==> config.mk <==
export PLATFORM = sky130hd
export DESIGN_NAME = ov7670_pattern_gen
export DESIGN_NICKNAME = d
export VERILOG_FILES = /design/src/rtl/ov7670_pattern_gen.sv
export SDC_FILE = /design/constraint.sdc
export NUM_CORES = 1
export LEC_CHECK = 0
export CORE_ASPECT_RATIO = 0.75
export CORE_UTILIZATION = 47
export DETAILED_ROUTE_END_ITERATION = 12
export GPL_TIMING_DRIVEN = 0
export PLACE_DENSITY = 0.7
export SYNTH_ARGS = -nofsm -noshare
export SYNTH_HDL_FRONTEND = slang
export SYNTH_SLANG_ARGS = --single-unit
==> constraint.sdc <==
create_clock -name clk -period 7.6 [get_ports clk]
set_input_delay 1.52 -clock clk [delete_from_list [all_inputs] [get_ports clk]]
set_output_delay 1.52 -clock clk [all_outputs]
set_load 0.01 [all_outputs]
==> src/rtl/ov7670_pattern_gen.sv <==
`default_nettype none
// ============================================================================
// Module  : ov7670_pattern_gen
// Brief   : Synthetic OV7670 RGB444 byte stream (PCLK/VSYNC/HREF/D) at camera
//           timing. Optional macro OV7670_PATGEN_SCROLL_EN scrolls the pattern.
// Rev     : 1.0
// ============================================================================
module ov7670_pattern_gen #(
    parameter int H_ACTIVE = 640,
    parameter int H_BLANK  = 144,
    parameter int V_SYNC   = 3,
    parameter int V_BACK   = 17,
    parameter int V_ACTIVE = 480,
    parameter int V_FRONT  = 10
) (
    input  logic        clk,
    input  logic        reset,
    input  logic        enable,
    input  logic [1:0]  mode,
    input  logic [11:0] solid_color,
    output logic        pclk,
    output logic        vsync,
    output logic        href,
    output logic [7:0]  d,
    output logic        frame_done,
    output logic [15:0] frame_count
);
    localparam int BYTES_PER_LINE = 2 * (H_ACTIVE + H_BLANK);
    localparam int V_TOTAL        = V_SYNC + V_BACK + V_ACTIVE + V_FRONT;
    localparam int BCNT_W         = $clog2(BYTES_PER_LINE);
    localparam int LCNT_W         = $clog2(V_TOTAL);
    localparam int BAR_W          = H_ACTIVE / 8;

    localparam logic [BCNT_W-1:0] BCNT_LAST = BCNT_W'(BYTES_PER_LINE - 1);
    localparam logic [BCNT_W-1:0] BCNT_ONE  = BCNT_W'(1);
    localparam logic [LCNT_W-1:0] LCNT_LAST = LCNT_W'(V_TOTAL - 1);
    localparam logic [LCNT_W-1:0] LCNT_ONE  = LCNT_W'(1);

    localparam logic [31:0] C_ACT_FIRST = 32'(V_SYNC + V_BACK);
    localparam logic [31:0] C_ACT_END   = 32'(V_SYNC + V_BACK + V_ACTIVE);
    localparam logic [31:0] C_HREF_END  = 32'(2 * H_ACTIVE);
    localparam logic [31:0] C_VSYNC_END = 32'(V_SYNC);
    localparam logic [31:0] C_H_ACTIVE  = 32'(H_ACTIVE);
    localparam logic [31:0] C_BAR_W     = 32'(BAR_W);

    typedef enum logic [0:0] {
        ST_IDLE = 1'b0,
        ST_RUN  = 1'b1
    } state_t;

    state_t              state_q, state_d;
    logic                pclk_q;
    logic [BCNT_W-1:0]   bcnt_q, bcnt_d;
    logic [LCNT_W-1:0]   lcnt_q, lcnt_d;
    logic [1:0]          mode_q, mode_d;
    logic [11:0]         solid_q, solid_d;
    logic [15:0]         fcnt_q, fcnt_d;
    logic                done_q, done_d;
    logic                vsync_q, vsync_d;
    logic                href_q, href_d;
    logic [7:0]          data_q, data_d;

    logic                frame_start;
    logic                line_last;
    logic                frame_last;

    assign line_last  = (bcnt_q == BCNT_LAST);
    assign frame_last = line_last && (lcnt_q == LCNT_LAST);

    // Everything advances only at a slot boundary, i.e. the edge where pclk falls.
    always_comb begin
        state_d     = state_q;
        bcnt_d      = bcnt_q;
        lcnt_d      = lcnt_q;
        mode_d      = mode_q;
        solid_d     = solid_q;
        fcnt_d      = fcnt_q;
        done_d      = 1'b0;
        frame_start = 1'b0;
        if (pclk_q) begin
            case (state_q)
                ST_IDLE: begin
                    if (enable) begin
                        state_d     = ST_RUN;
                        frame_start = 1'b1;
                    end
                end
                ST_RUN: begin
                    if (frame_last) begin
                        done_d = 1'b1;
                        fcnt_d = fcnt_q + 16'd1;
                        if (enable) begin
                            frame_start = 1'b1;
                        end else begin
                            state_d = ST_IDLE;
                            bcnt_d  = '0;
                            lcnt_d  = '0;
                        end
                    end else if (line_last) begin
                        bcnt_d = '0;
                        lcnt_d = lcnt_q + LCNT_ONE;
                    end else begin
                        bcnt_d = bcnt_q + BCNT_ONE;
                    end
                end
                default: state_d = ST_IDLE;
            endcase
            if (frame_start) begin
                bcnt_d  = '0;
                lcnt_d  = '0;
                mode_d  = mode;
                solid_d = solid_color;
            end
        end
    end

    logic [31:0] b32;
    logic [31:0] l32;
    logic [31:0] xpix;
    logic [31:0] xs;
    logic        y5;
    logic [2:0]  bar;
    logic [11:0] rgb;
    logic        act;

    // Byte for the slot about to start, derived from the next counter values.
    always_comb begin
        b32  = 32'(bcnt_d);
        l32  = 32'(lcnt_d);
        xpix = b32 >> 1;
`ifdef OV7670_PATGEN_SCROLL_EN
        xs = xpix + (32'(fcnt_q) % C_H_ACTIVE);
        if (xs >= C_H_ACTIVE) begin
            xs = xs - C_H_ACTIVE;
        end
`else
        xs = xpix;
`endif
        y5  = 1'((l32 - C_ACT_FIRST) >> 5);
        bar = 3'(xs / C_BAR_W);
        rgb = 12'h000;
        case (mode_d)
            2'd0: begin
                case (bar)
                    3'd0: rgb = 12'hFFF;
                    3'd1: rgb = 12'hFF0;
                    3'd2: rgb = 12'h0FF;
                    3'd3: rgb = 12'h0F0;
                    3'd4: rgb = 12'hF0F;
                    3'd5: rgb = 12'hF00;
                    3'd6: rgb = 12'h00F;
                    default: rgb = 12'h000;
                endcase
            end
            2'd1:    rgb = {3{4'(xs >> 2)}};
            2'd2:    rgb = (1'(xs >> 5) ^ y5) ? 12'hFFF : 12'h000;
            default: rgb = solid_d;
        endcase
        act = (state_d == ST_RUN) && (l32 >= C_ACT_FIRST) && (l32 < C_ACT_END)
              && (b32 < C_HREF_END);
        vsync_d = (state_d == ST_RUN) && (l32 < C_VSYNC_END);
        href_d  = act;
        data_d  = 8'h00;
        if (act) begin
            data_d = bcnt_d[0] ? rgb[7:0] : {4'h0, rgb[11:8]};
        end
    end

    always_ff @(posedge clk) begin
        if (reset) begin
            state_q <= ST_IDLE;
            pclk_q  <= 1'b0;
            bcnt_q  <= '0;
            lcnt_q  <= '0;
            mode_q  <= 2'd0;
            solid_q <= 12'h000;
            fcnt_q  <= 16'd0;
            done_q  <= 1'b0;
            vsync_q <= 1'b0;
            href_q  <= 1'b0;
            data_q  <= 8'h00;
        end else begin
            state_q <= state_d;
            pclk_q  <= ~pclk_q;
            bcnt_q  <= bcnt_d;
            lcnt_q  <= lcnt_d;
            mode_q  <= mode_d;
            solid_q <= solid_d;
            fcnt_q  <= fcnt_d;
            done_q  <= done_d;
            if (pclk_q) begin
                vsync_q <= vsync_d;
                href_q  <= href_d;
                data_q  <= data_d;
            end
        end
    end

    assign pclk        = pclk_q;
    assign vsync       = vsync_q;
    assign href        = href_q;
    assign d           = data_q;
    assign frame_done  = done_q;
    assign frame_count = fcnt_q;

endmodule
`default_nettype wire

-- Word-level counts from Yosys, hierarchy flattened
Cells that the tools add are included.
- output and inout bits: 28
- bits in writable memories: 0
- word-level logic and storage cells: 71
- bits of input ports: 17
- memories: 0
- register bits after elaboration: 63
- bits in latches: 0
- ROM bits: 0
- equality and inequality tests: 10
- reductions and logical operators: 9
- add/subtract/negate cells: 4
- div/mod/pow operators: 1
- multiplexer cells: 29
- $lt $le $gt $ge: 4
- bitwise gates (word level): 3
- multipliers: 0
- shift-type cells: 0
- operators with widths (cell ; count):
    12-bit case mux with 7 select lines ; 1
    11-bit two-way mux ; 6
    9-bit two-way mux ; 6
    12-bit two-way mux ; 3
    12-bit case mux with 3 select lines ; 1
    10-bit by 7-bit divider with 32-bit output, second input constant ; 1
    16-bit by 1-bit adder with 16-bit output, second input constant ; 1
    8-bit two-way mux ; 2
    11-bit by 1-bit adder with 11-bit output, second input constant ; 1
    11-bit equality test, second input constant ; 1
    11-bit less-than comparator, second input constant ; 1
    9-bit by 1-bit adder with 9-bit output, second input constant ; 1
    3-bit equality test, second input constant ; 3
    9-bit equality test, second input constant ; 1
    9-bit by 5-bit >= comparator with 1-bit output, second input constant ; 1
    9-bit by 2-bit less-than comparator with 1-bit output, second input constant ; 1
    9-bit less-than comparator, second input constant ; 1
    3-bit by 2-bit equality test with 1-bit output, second input constant ; 2
    1-bit two-way mux ; 6
    6-bit by 5-bit subtractor with 6-bit output, second input constant ; 1
    1-bit logical AND ; 5
    2-bit two-way mux ; 2
    1-bit case mux with 2 select lines ; 2
    3-bit by 1-bit equality test with 1-bit output, second input constant ; 1
    other kinds (8) ; 9

-- Depth between registers and ports, before layout
Gate-level depths: netlist of the first run.
- depth after elaboration: 13
- depth in mapped cells: 17
- depth with buffers taken out: 16

-- Worst setup path after synthesis of the first run
OpenSTA, ideal clock, no wires.
- path type: input port to flip-flop
- start point: input port enable
- end point: register data_q[0], in the netlist d[0]
- arrival time: 3765 ps
- stages: 13
- buffers on the path: 0
- required time: 7530 ps
- slack: 3765 ps
- setup time: 70 ps
- cell sequence: o21ai_1 -> nor2_1 -> o211ai_1 -> nand3_4 -> inv_4 -> ha_1 -> inv_1 -> nand3_2 -> maj3_1 -> o211ai_1 -> mux2i_1 -> or3_4 -> a21oi_1
- word-level cells in the longest chain between the ends: 12
- elaborated cells between the ends (all ways): 45
- classes of those cells: 1 x add/sub; 1 x div; 3 x order compare; 8 x eq/ne; 26 x mux; 1 x bitwise; 5 x reduce/logical
- ends and longest elaborated chain (element ; RTL line ; RTL):
    start, declared ; 18 ; input logic enable,
    1-bit two-way mux ; 83, 92 ;
    1-bit two-way mux ; 89 ; if (frame_last) begin
    1-bit case mux with 2 select lines ; 81 ; case (state_q)
    1-bit two-way mux ; 80 ; if (pclk_q) begin
    11-bit two-way mux * ; 108 ; if (frame_start) begin
    11-bit two-way mux * ; 80 ;
    named net bcnt_d[10] ; 53 ; logic [BCNT_W-1:0] bcnt_q, bcnt_d;
    10-bit by 7-bit divider with 32-bit output ; 140 ; bar = 3'(xs / C_BAR_W);
    3-bit equality test, or another cell as far along ; 144 ; case (bar)
    12-bit case mux with 7 select lines ; 144 ;
    12-bit case mux with 3 select lines ; 142 ; case (mode_d)
    8-bit two-way mux ; 165 ; data_d = bcnt_d[0] ? rgb[7:0] : {4'h0, rgb[11:8]};
    8-bit two-way mux * ; 164 ; if (act) begin
    end signal, assigned ; 194 ; data_q <= data_d;
    end, declared ; 61 ; logic [7:0] data_q, data_d;
Mark *: on every way through the listed nets, which the timed path passes. The rest lies on a longest branch. The select of a mux whose other input is x is not followed.
A chain may end at the register's enable or synchronous reset.

-- Worst setup path after layout of the first run
Ends and elaborated chain as after synthesis.

==> impl_results.md, run 1 <==
* Worst slew pin tran at 0.738 ns
* Initial DRC Count at approximately 440
* Setup Slack @ Placement at 2.76 ns
* CP Capture Type: flip-flop
* Worst setup SP type: input port
* Synth-to-Final Area Change at 20.0%
* Yosys reg bits at 63
* Min setup slack post-route at roughly 3.1 ns
* Die area at 8310 um^2
* Max-cap violations at 0
* Core area at 7500 um^2
* CTS tree: yes
* CP arrival at between 4 and 5 ns
* DRT antenna net count at 0
* Largest net degree at the start of global routing at 12
* Setup CP Type: input port to flip-flop
* Drt first pass iters at 5
* Post-synth ARST share at 0%
* Diode count at 0
* Period Utilization, post-route at between 50 and 60%
* Post-Layout Cell Count at 635
* Synthesized cell area at between 3000 and 4000 um^2
* Period minus WS final at 4.55 ns
* GRT overflow at 0
* Clk buf depth at 2
* Clk_lat worst skew at ~0.36 ns
* Global-route wire length before repair at 16800 um
* CP most frequent cell: o211ai_1
* Yosys Warn Count at 0
* Post-synthesis sequential area ratio at roughly a third
* Critical path cell sequence: clkdlybuf4s50_1 -> o21ai_1 -> nor2_1 -> o211ai_1 -> nand3_4 -> inv_4 -> ha_1 -> inv_1 -> nand3_2 -> maj3_1 -> o211ai_1 -> mux2i_1 -> or3_4 -> a21oi_1
* CTS clk-pin slew, worst paths at ~0.07 ns
* Final Wtd Congestion at 0.938
* Total track usage at 25.8%
* Synthesized Nets at 497
* Clk Tree Root Cell: clkbuf_8
* Core Util, Final at between 50% and 60%
* Slew Limit Headroom at 50.4%
* Critical Path Slowest Stage Cell: clkdlybuf4s50_1
* Peak VDD IR at 0.121 mV
* Cts hold-fix bufs at 0
* Cells after Synth at 475
* Final wirelength at approximately 10000 um
* Post-CTS resize count at 0
* Synth Area in Adders at about 2.2%
* Maximum clock frequency at 0.220 GHz
* Hold Path Class: flip-flop to flip-flop
* Seq. cell area at 1260 um^2
* Share of layout cells above drive strength 1 at 9.36%
* Num CTS Buffers at 9
* Clock skew at 0.0129 ns
* CP max FO at 9
* Fin. Hold Viols at 0
* Rows at 27
* Critical Path Max Stage Delay at 0.53 ns
* H-tree depth at 3
* Port Buffer Count at 43
* EDFF count, synth at 0
* Final Max Tran Viols at 0
* Fill count at 691
* Final nets at 551
* Clock Sinks at 63
* Post-synthesis mux area share at slightly above 3%
* Initial Utilization at 49.8%
* Pwr dens at 154 nW/um^2
* Vias in the first global route at 3361
* Leakage power at between 1.5 and 2 nW
* CP required at a little under 8 ns
* Die height at 79.2 um
* Compound-Gate Fraction of Synth Area at 21.1%
* Post-DP HPWL at 7480 um
* Main synth FF type: dfxtp_1
* Largest family of logic cells by synthesized area: simple AND/OR/NAND/NOR gates
* I/O pins at 45
* Syn avg cell area at between 7 and 8 um^2
* Status: completed
* Via density at 5.89
* Synth Area in Simple Gates at ~30%
* TNS Setup at 0 ns
* Wire per inst at between 15 and 20 um
* Post CTS Setup Buffer Count at 0
* Vias at 3742
* Die width at 105 um
* XOR/XNOR share of the synthesized area at 4.45%
* Antenna violations before repair at 0
* RSZ-0062 raised after global routing: no
* Yosys cell types at 74
* DP Cell Count at between 600 and 700
* Footprint of the multi-input gates at 2310 um^2
* Setup Viol. Count Final at 0
* Total chip power at 0.691 mW
* Drt drc at 0
## per-stage QoR
step	hold slack [ns]	instance area, um^2
3_3_place_gp	0.442	4290
3_5_place_dp	0.440	4290
5_1_grt	0.478	4480
4_1_cts	0.449	4480
6_report	0.447	4480
2_1_floorplan	0.437	3740
## placed cells by master (no fill, tap or decap), types with 6 or more instances in the layout
master,n
xor2_1,12
mux2i_1,8
and3_1,13
inv_1,8
xnor2_1,7
nor3_1,7
o21ai_0,22
a21oi_1,25
dfxtp_1,63
clkbuf_8,9
nor2_1,56
nand2_1,81
nand3_1,20
nor4_1,6
a22oi_1,9
nand4_1,12
clkdlybuf4s50_1,43
o21ai_1,6
clkbuf_1,16
## flip-flops by register name, indices dropped and copies added, names as in the netlist
name,cells
frame_count,16
solid_q,12
bcnt_q,11
lcnt_q,9
d,8
mode_q,2
frame_done,1
href,1
pclk,1
state_q,1
vsync,1
## final timing paths
check	depth (start not counted)	startpoint	slack, ns	endpoint
hold reg to reg	2	d[6]	0.45	d[6]
hold / removal	2	d[6]	0.45	d[6]
setup / recovery	14	enable	3.05	d[0]
setup reg to reg	17	bcnt_q[0]	3.96	d[0]
## per-layer routing
metal  global-route usage, %  wire, um  vias up
li1                        -         -     1830
met1                    36.2      4930     1748
met2                    37.5      4240      148
met3                    8.21       846       16
met4                    7.75       148        0
met5                       0         0        -
## power by group
part / internal, mW / switching, mW
registers: 0.334 / 0.00283
clock network: 0.151 / 0.135
logic: 0.0259 / 0.0419
total: 0.512 / 0.180
## cells in the mapped netlist (4+ instances only)
cell type,number,area [um^2]
nor4_1,6,37.5
clkbuf_1,14,52.6
nand3_1,20,100
and3_1,13,81.3
o21ai_0,22,110
nor3_1,7,35.0
and4_1,5,43.8
dfxtp_1,63,1260
xor2_1,12,105
mux2i_1,8,80.1
a31oi_1,4,25.0
a21oi_1,25,125
xnor2_1,7,61.3
a221oi_1,4,35.0
a22oi_1,9,67.6
a21o_1,5,37.5
nand4b_1,5,43.8
and2_1,4,25.0
nor2_1,56,210
inv_1,8,30.0
buf_6,5,56.3
nand2_1,81,304
ha_1,5,62.6
nand4_1,12,75.1
o21ai_1,6,30.0
## final cells by class
type / count / area share, %
plain buffers: 22 / 2.87
repair buffers: 43 / 9.60
clock buffers: 11 / 2.93
multi-input cells: 380 / 51.4
inverters: 10 / 0.893
clock inverters: 5 / 1.31
well taps: 101 / 2.82
flip-flops and latches: 63 / 28.1
## cells by family (layout without fill, tap and decap cells)
logic type	count (synthesis)	in the layout
and+or+nand+nor	230	230
AOI/OAI and AO/OA	114	114
DFF	63	63
buffers and inverters	32	91
xor gates and xnor gates	19	19
muxes	10	10
adders and majority gates	7	7
## critical path, delay by kind of cell
family,cells,cell delay [ns]
compound gates,4,1.02
simple gates,4,0.82
buf+inv,3,0.75
fa+ha+maj,2,0.61
mux,1,0.10
(Power assumes the default switching activity.)
==> inputs of run 2 (changes only) <==
Clock period 7.6 ns to 4.2 ns, I/O delays scaled along.
==> run 2 against run 1 <==
Worst setup slack got worse by 2.7 ns. Highest routed layer unchanged. Clock skew fell by 0.0012 ns. Sequential power rose by 81%. Critical path type unchanged.
==> impl_results.md, run 2 (synthesis gave the netlist of run 1 again) <==
* Drt first pass iters at 5 (unchanged)
* Port Buffer Count at 43 (unchanged)
* Initial DRC Count at 389 (-11%)
* Rows at 27 (unchanged)
* Initial Utilization at 49.8% (unchanged)
* Post-DP HPWL at 7480 um (unchanged)
* Leakage power at 1.65 nW (about the same)
* Area after DPL at 4290 um^2 (unchanged)
* Period Utilization, post-route at 91.5%
* Die area at 8310 um^2 (unchanged)
* Met3 WL at 855 um (+1.1%)
* DRT antenna net count at 0 (unchanged)
* Die height at 79.2 um (unchanged)
* Delay-heaviest family, CP: simple AND/OR/NAND/NOR gates
* Crit path depth at 15 (+1)
* Hold Path Class: flip-flop to flip-flop
* Via density at 5.92 (+0.48%)
* DP Cell Count at 619 (unchanged)
* Clk_lat worst skew at 0.36 ns (about the same)
* TNS Setup at 0 ns (unchanged)
* Clock skew at 0.0117 ns (-0.00120 ns)
* Synth-to-Final Area Change at 20.1% (about the same)
* Uppermost routed layer: met4
* Worst Hold Depth at 2 (unchanged)
* Final Max Tran Viols at 0 (unchanged)
* Reg-to-reg slack, setup at 0.56 ns (-3.40 ns)
* Post-Layout Cell Count at 635 (unchanged)
* Maximum clock frequency at approximately 0.26 GHz
* Slew Limit Headroom at 50.5% (about the same)
* RSZ-0062 raised after global routing: no
* Final wirelength at 10100 um (-0.70%)
* Core area at 7500 um^2 (unchanged)
* Global-route wire length before repair at 16800 um (unchanged)
* Vias at 3760 (+0.48%)
* Worst setup SP type: input port
* Final instance area at 4490 um^2 (about the same)
* Critical path cell sequence: clkdlybuf4s50_1 -> inv_1 -> nor3_4 -> a21o_2 -> nand2_4 -> nand3_4 -> inv_4 -> ha_1 -> inv_1 -> nand3_2 -> and4b_1 -> nor4_1 -> nand3_1 -> or3_4 -> a21oi_1
* R2r worst-path depth at 17 (unchanged)
* Largest net degree at the start of global routing at 12 (unchanged)
* Setup CP Type: input port to flip-flop
* Setup Slack @ Placement at 0.0387 ns (-2.72 ns)
* Diode count at 0 (unchanged)
* Peak VDD IR at 0.218 mV (+81%)
* Period minus WS final at roughly 3.8 ns
* CP arrival at 4.12 ns (-0.71 ns)
* Antenna violations before repair at 0 (unchanged)
* I/O pins at 45 (unchanged)
* Status: completed
* Total track usage at 25.8% (unchanged)
* Die width at 105 um (unchanged)
* CTS tree: yes
* Drt drc at 0 (unchanged)
* Commonest non-fill, non-tap cells in the layout: nand2_1, dfxtp_1, nor2_1
* Min setup slack post-route at 0.356 ns (-2.70 ns)
* Share of layout cells above drive strength 1 at 9.55% (+0.19 points)
* Pwr dens at 279 nW/um^2 (+81%)
* Fill count at 690 (-0.14%)
* Clk Tree Root Cell: clkbuf_8
* Buffers & Inverters on Critical Path at 4 (+1)
* Core Util, Final at 59.8% (about the same)
* Met1 WL at 4880 um (-1.0%)
* Max reg flops at 16 (unchanged)
* Critical Path Max Stage Delay at 0.64 ns (+0.11 ns)
* Fin. Hold Viols at 0 (unchanged)
* CTS clk-pin slew, worst paths at 0.07 ns (about the same)
* Clk buf depth at 2 (unchanged)
* H-tree depth at 3 (unchanged)
* CP most frequent cell: inv_1
* Num CTS Buffers at 9 (unchanged)
* Max-cap violations at 0 (unchanged)
* Clock Sinks at 63 (unchanged)
* Worst slew pin tran at 0.738 ns (-0.000585 ns)
* Commonest non-fill, non-tap cell in the layout: nand2_1
* GRT overflow at 0 (unchanged)
* Final nets at 551 (unchanged)
* Setup Viol. Count Final at 0 (unchanged)
* Vias in the first global route at 3361 (unchanged)
* CP Capture Type: flip-flop
* Met2 WL at 4190 um (-1.2%)
* Final Wtd Congestion at 0.938 (unchanged)
* CP max FO at 9 (unchanged)
* Critical Path Slowest Stage Cell: clkdlybuf4s50_1
* CP required at 4.48 ns (-3.40 ns)
* Wire per inst at 15.9 um (-0.70%)
## run 2: worst paths after layout
check,from,end
min reg2reg,d[6],d[6]
min,d[6],d[6]
max,enable,d[0]
max reg2reg,bcnt_q[0],d[0]
## run 2: report_power, final
part / leakage [nW] / internal (mW) / switching, mW
clock: 0.0895 / 0.274 / 0.243
combinational: 1.05 / 0.0471 / 0.0760
sequential: 0.509 / 0.605 / 0.00517
total: 1.65 / 0.926 / 0.324
## run 2: per-layer routing
layer | GRT usage (%) | vias to the layer above
met2 | 37.5 | 142
met5 | 0 | -
met1 | 36.2 | 1769
li1 | - | 1831
met4 | 7.75 | 0
met3 | 8.21 | 18
## run 2: worst min-delay path: stages (launching register included)
cell,delay (ns)
dfxtp_1,0.31
nand2_1,0.05
o21ai_1,0.05
## run 2: area by class of cell
cell class                 instances  area [um^2]  share of cell area [%]
multi-input combinational        380         2310                    51.5
timing repair buffer              43          430                    9.59
tap                              101          126                    2.82
clock inverter                     5         58.8                    1.31
inverter                          10         40.0                   0.892
buffer                            22          129                    2.87
clock buffer                      11          131                    2.93
sequential                        63         1260                    28.1
## run 2: repair_timing
item / CTS / global route
hold endpoints to repair: 0 / 0
setup buffers: 0 / 0
resized for setup: 0 / 1
setup endpoints to repair: 0 / 4
hold buffers: 0 / 0
## run 2: per-stage QoR
| step | hold WS (ns) | power (mW) |
|---|---|---|
| 2_1_floorplan | 0.437 | 0.699 |
| 3_3_place_gp | 0.442 | 0.744 |
| 3_5_place_dp | 0.440 | 0.744 |
| 4_1_cts | 0.449 | 1.26 |
| 5_1_grt | 0.478 | 1.30 |
| 6_report | 0.447 | 1.25 |
==> inputs of run 3 (changes only) <==
Settings changed: CTS_BUF_LIST set to sky130_fd_sc_hd__clkbuf_8.
==> run 3 against run 2 <==
Sequential cell count is the same. Highest routed layer unchanged. Fmax barely moved. Non-clock buffer count did not move. Register-to-register slack about the same. Clock-buffer cell count decreased by 2. Critical path depth stayed put. Worst setup slack hardly changed. Die area did not move. Sequential share of layout area is the same.
==> impl_results.md, run 3 (synthesis gave the netlist of run 1 again) <==
* Worst slew pin tran at 0.739 ns (+0.000696 ns)
* CTS clk-pin slew, worst paths at 0.07 ns (about the same)
* Core area at 7500 um^2 (unchanged)
* CP Capture Type: flip-flop
* Status: completed
* Pwr dens at 278 nW/um^2 (-0.34%)
* Commonest non-fill, non-tap cell in the layout: nand2_1
* Num CTS Buffers at 9 (unchanged)
* CP max FO at 9 (unchanged)
* Maximum clock frequency at 0.260 GHz (about the same)
* Initial Utilization at 49.8% (unchanged)
* Post-CTS resize count at 0 (unchanged)
* CP arrival at 4.12 ns (about the same)
* Final wirelength at 10100 um (+0.18%)
* Drt first pass iters at 5 (unchanged)
* Via density at 5.89 (-0.61%)
* Total net switching power at 0.325 mW (+0.19%)
* I/O pins at 45 (unchanged)
* TNS Setup at 0 ns (unchanged)
* Wire per inst at 15.9 um (+0.18%)
* Total track usage at 25.8% (unchanged)
* Diode count at 0 (unchanged)
* Fin. Hold Viols at 0 (unchanged)
* Antenna violations before repair at 0 (unchanged)
* Hold Path Class: flip-flop to flip-flop
* Sw Share at 26.1% (+0.14 points)
* Synth-to-Final Area Change at 20.1% (unchanged)
* Clock Sinks at 63 (unchanged)
* Share of layout cells above drive strength 1 at 9.55% (unchanged)
* Post-DP HPWL at 7480 um (unchanged)
* Period minus WS final at 3.84 ns (-0.000148 ns)
* GRT overflow at 0 (unchanged)
* Clk Tree Root Cell: clkbuf_8
* Cell internal pwr at 0.921 mW (-0.53%)
* Largest net degree at the start of global routing at 12 (unchanged)
* CP required at 4.48 ns (about the same)
* Die width at 105 um (unchanged)
* Clk_lat worst skew at 0.35 ns (about the same)
* Area after DPL at 4290 um^2 (unchanged)
* Die height at 79.2 um (unchanged)
* Commonest non-fill, non-tap cells in the layout: nand2_1, dfxtp_1, nor2_1
* Cts hold-fix bufs at 0 (unchanged)
* Vias at 3737 (-0.61%)
* Final Max Tran Viols at 0 (unchanged)
* Max-cap violations at 0 (unchanged)
* DRT antenna net count at 0 (unchanged)
* Part of the power in the clock network at 41.1% (-0.3 points)
* Initial DRC Count at 370 (-4.9%)
* Total chip power at 1.25 mW (-0.34%)
* Register share of total power at 49.0% (+0.2 points)
* Final instance area at 4490 um^2 (unchanged)
* Clk buf depth at 2 (unchanged)
* Period Utilization, post-route at 91.5% (about the same)
* Setup Viol. Count Final at 0 (unchanged)
* Global-route wire length before repair at 16800 um (unchanged)
* Rows at 27 (unchanged)
* Worst setup SP type: input port
* Slew Limit Headroom at 50.4% (about the same)
* Peak VDD IR at 0.218 mV (about the same)
* Fill count at 690 (unchanged)
* Clock skew at 0.0111 ns (-0.000647 ns)
* Leakage power at 1.65 nW (+0.50%)
* Vias in the first global route at 3361 (unchanged)
* Final nets at 551 (unchanged)
* Setup CP Type: input port to flip-flop
* Post CTS Setup Buffer Count at 0 (unchanged)
* Max reg flops at 16 (unchanged)
* CTS tree: yes
* RSZ-0062 raised after global routing: no
* Logic pwr share at 9.9% (about the same)
* Drt drc at 0 (unchanged)
* Die area at 8310 um^2 (unchanged)
* Port Buffer Count at 43 (unchanged)
* Final Wtd Congestion at 0.938 (unchanged)
* H-tree depth at 3 (unchanged)
==> run 3: cell count changes in the layout (fill, tap and decap cells not counted) <==
cell,delta
clkbuf_1,-2
inv_1,+2
==> run 3: routing by layer <==
layer | GRT usage, % | routed length [um]
met1 | 36.2 | 4880
met2 | 37.5 | 4250
met4 | 7.75 | 138
met3 | 8.21 | 847
met5 | 0 | 0
==> run 3: path summary, 6_finish.rpt <==
path                                start  slack [ns]   end  cells after the start
worst min register to register       d[6]        0.45  d[6]                      2
worst max register to register  bcnt_q[0]        0.56  d[0]                     17
worst max-delay path               enable        0.36  d[0]                     15
worst min-delay path                 d[6]        0.45  d[6]                      2
==> run 3: area by class of cell <==
cell class                      instances  area [um^2]  share of cell area, %
Clock buffer                            9          124                   2.76
Multi-Input combinational cell        380         2310                   51.5
Buffer                                 22          129                   2.87
Clock inverter                          7         66.3                   1.48
Sequential cell                        63         1260                   28.1
Inverter                               10         40.0                  0.892
Tap cell                              101          126                   2.82
Timing Repair Buffer                   43          430                   9.59
==> run 3: power by group through the flow <==
stage / Combinational [mW] / Sequential, mW / Clock (mW)
floorplan: 0.0760 / 0.623 / 0
global placement: 0.120 / 0.624 / 0
detailed placement: 0.120 / 0.624 / 0
CTS: 0.121 / 0.610 / 0.526
global route: 0.136 / 0.611 / 0.548
finish: 0.123 / 0.610 / 0.513
==> run 3: critical path, cell delays in order <==
cell,delay (ns)
clkdlybuf4s50_1,0.64
inv_1,0.14
nor3_4,0.27
a21o_2,0.22
nand2_4,0.07
nand3_4,0.11
inv_4,0.08
ha_1,0.29
inv_1,0.08
nand3_2,0.16
and4b_1,0.24
nor4_1,0.29
nand3_1,0.12
or3_4,0.44
a21oi_1,0.14
==> run 3: metrics by stage <==
| stage | setup slack, ns | instances | hold slack (ns) | util [%] |
|---|---|---|---|---|
| 6_report | 0.356 | 635 | 0.447 | 59.8 |
| 5_1_grt | 0.127 | 635 | 0.478 | 59.8 |
| 4_1_cts | 0.404 | 635 | 0.449 | 59.8 |
| 3_5_place_dp | 0.0387 | 619 | 0.440 | 57.2 |
| 3_3_place_gp | 0.0824 | 619 | 0.442 | 57.2 |
| 2_1_floorplan | 0.985 | 475 | 0.437 | - |
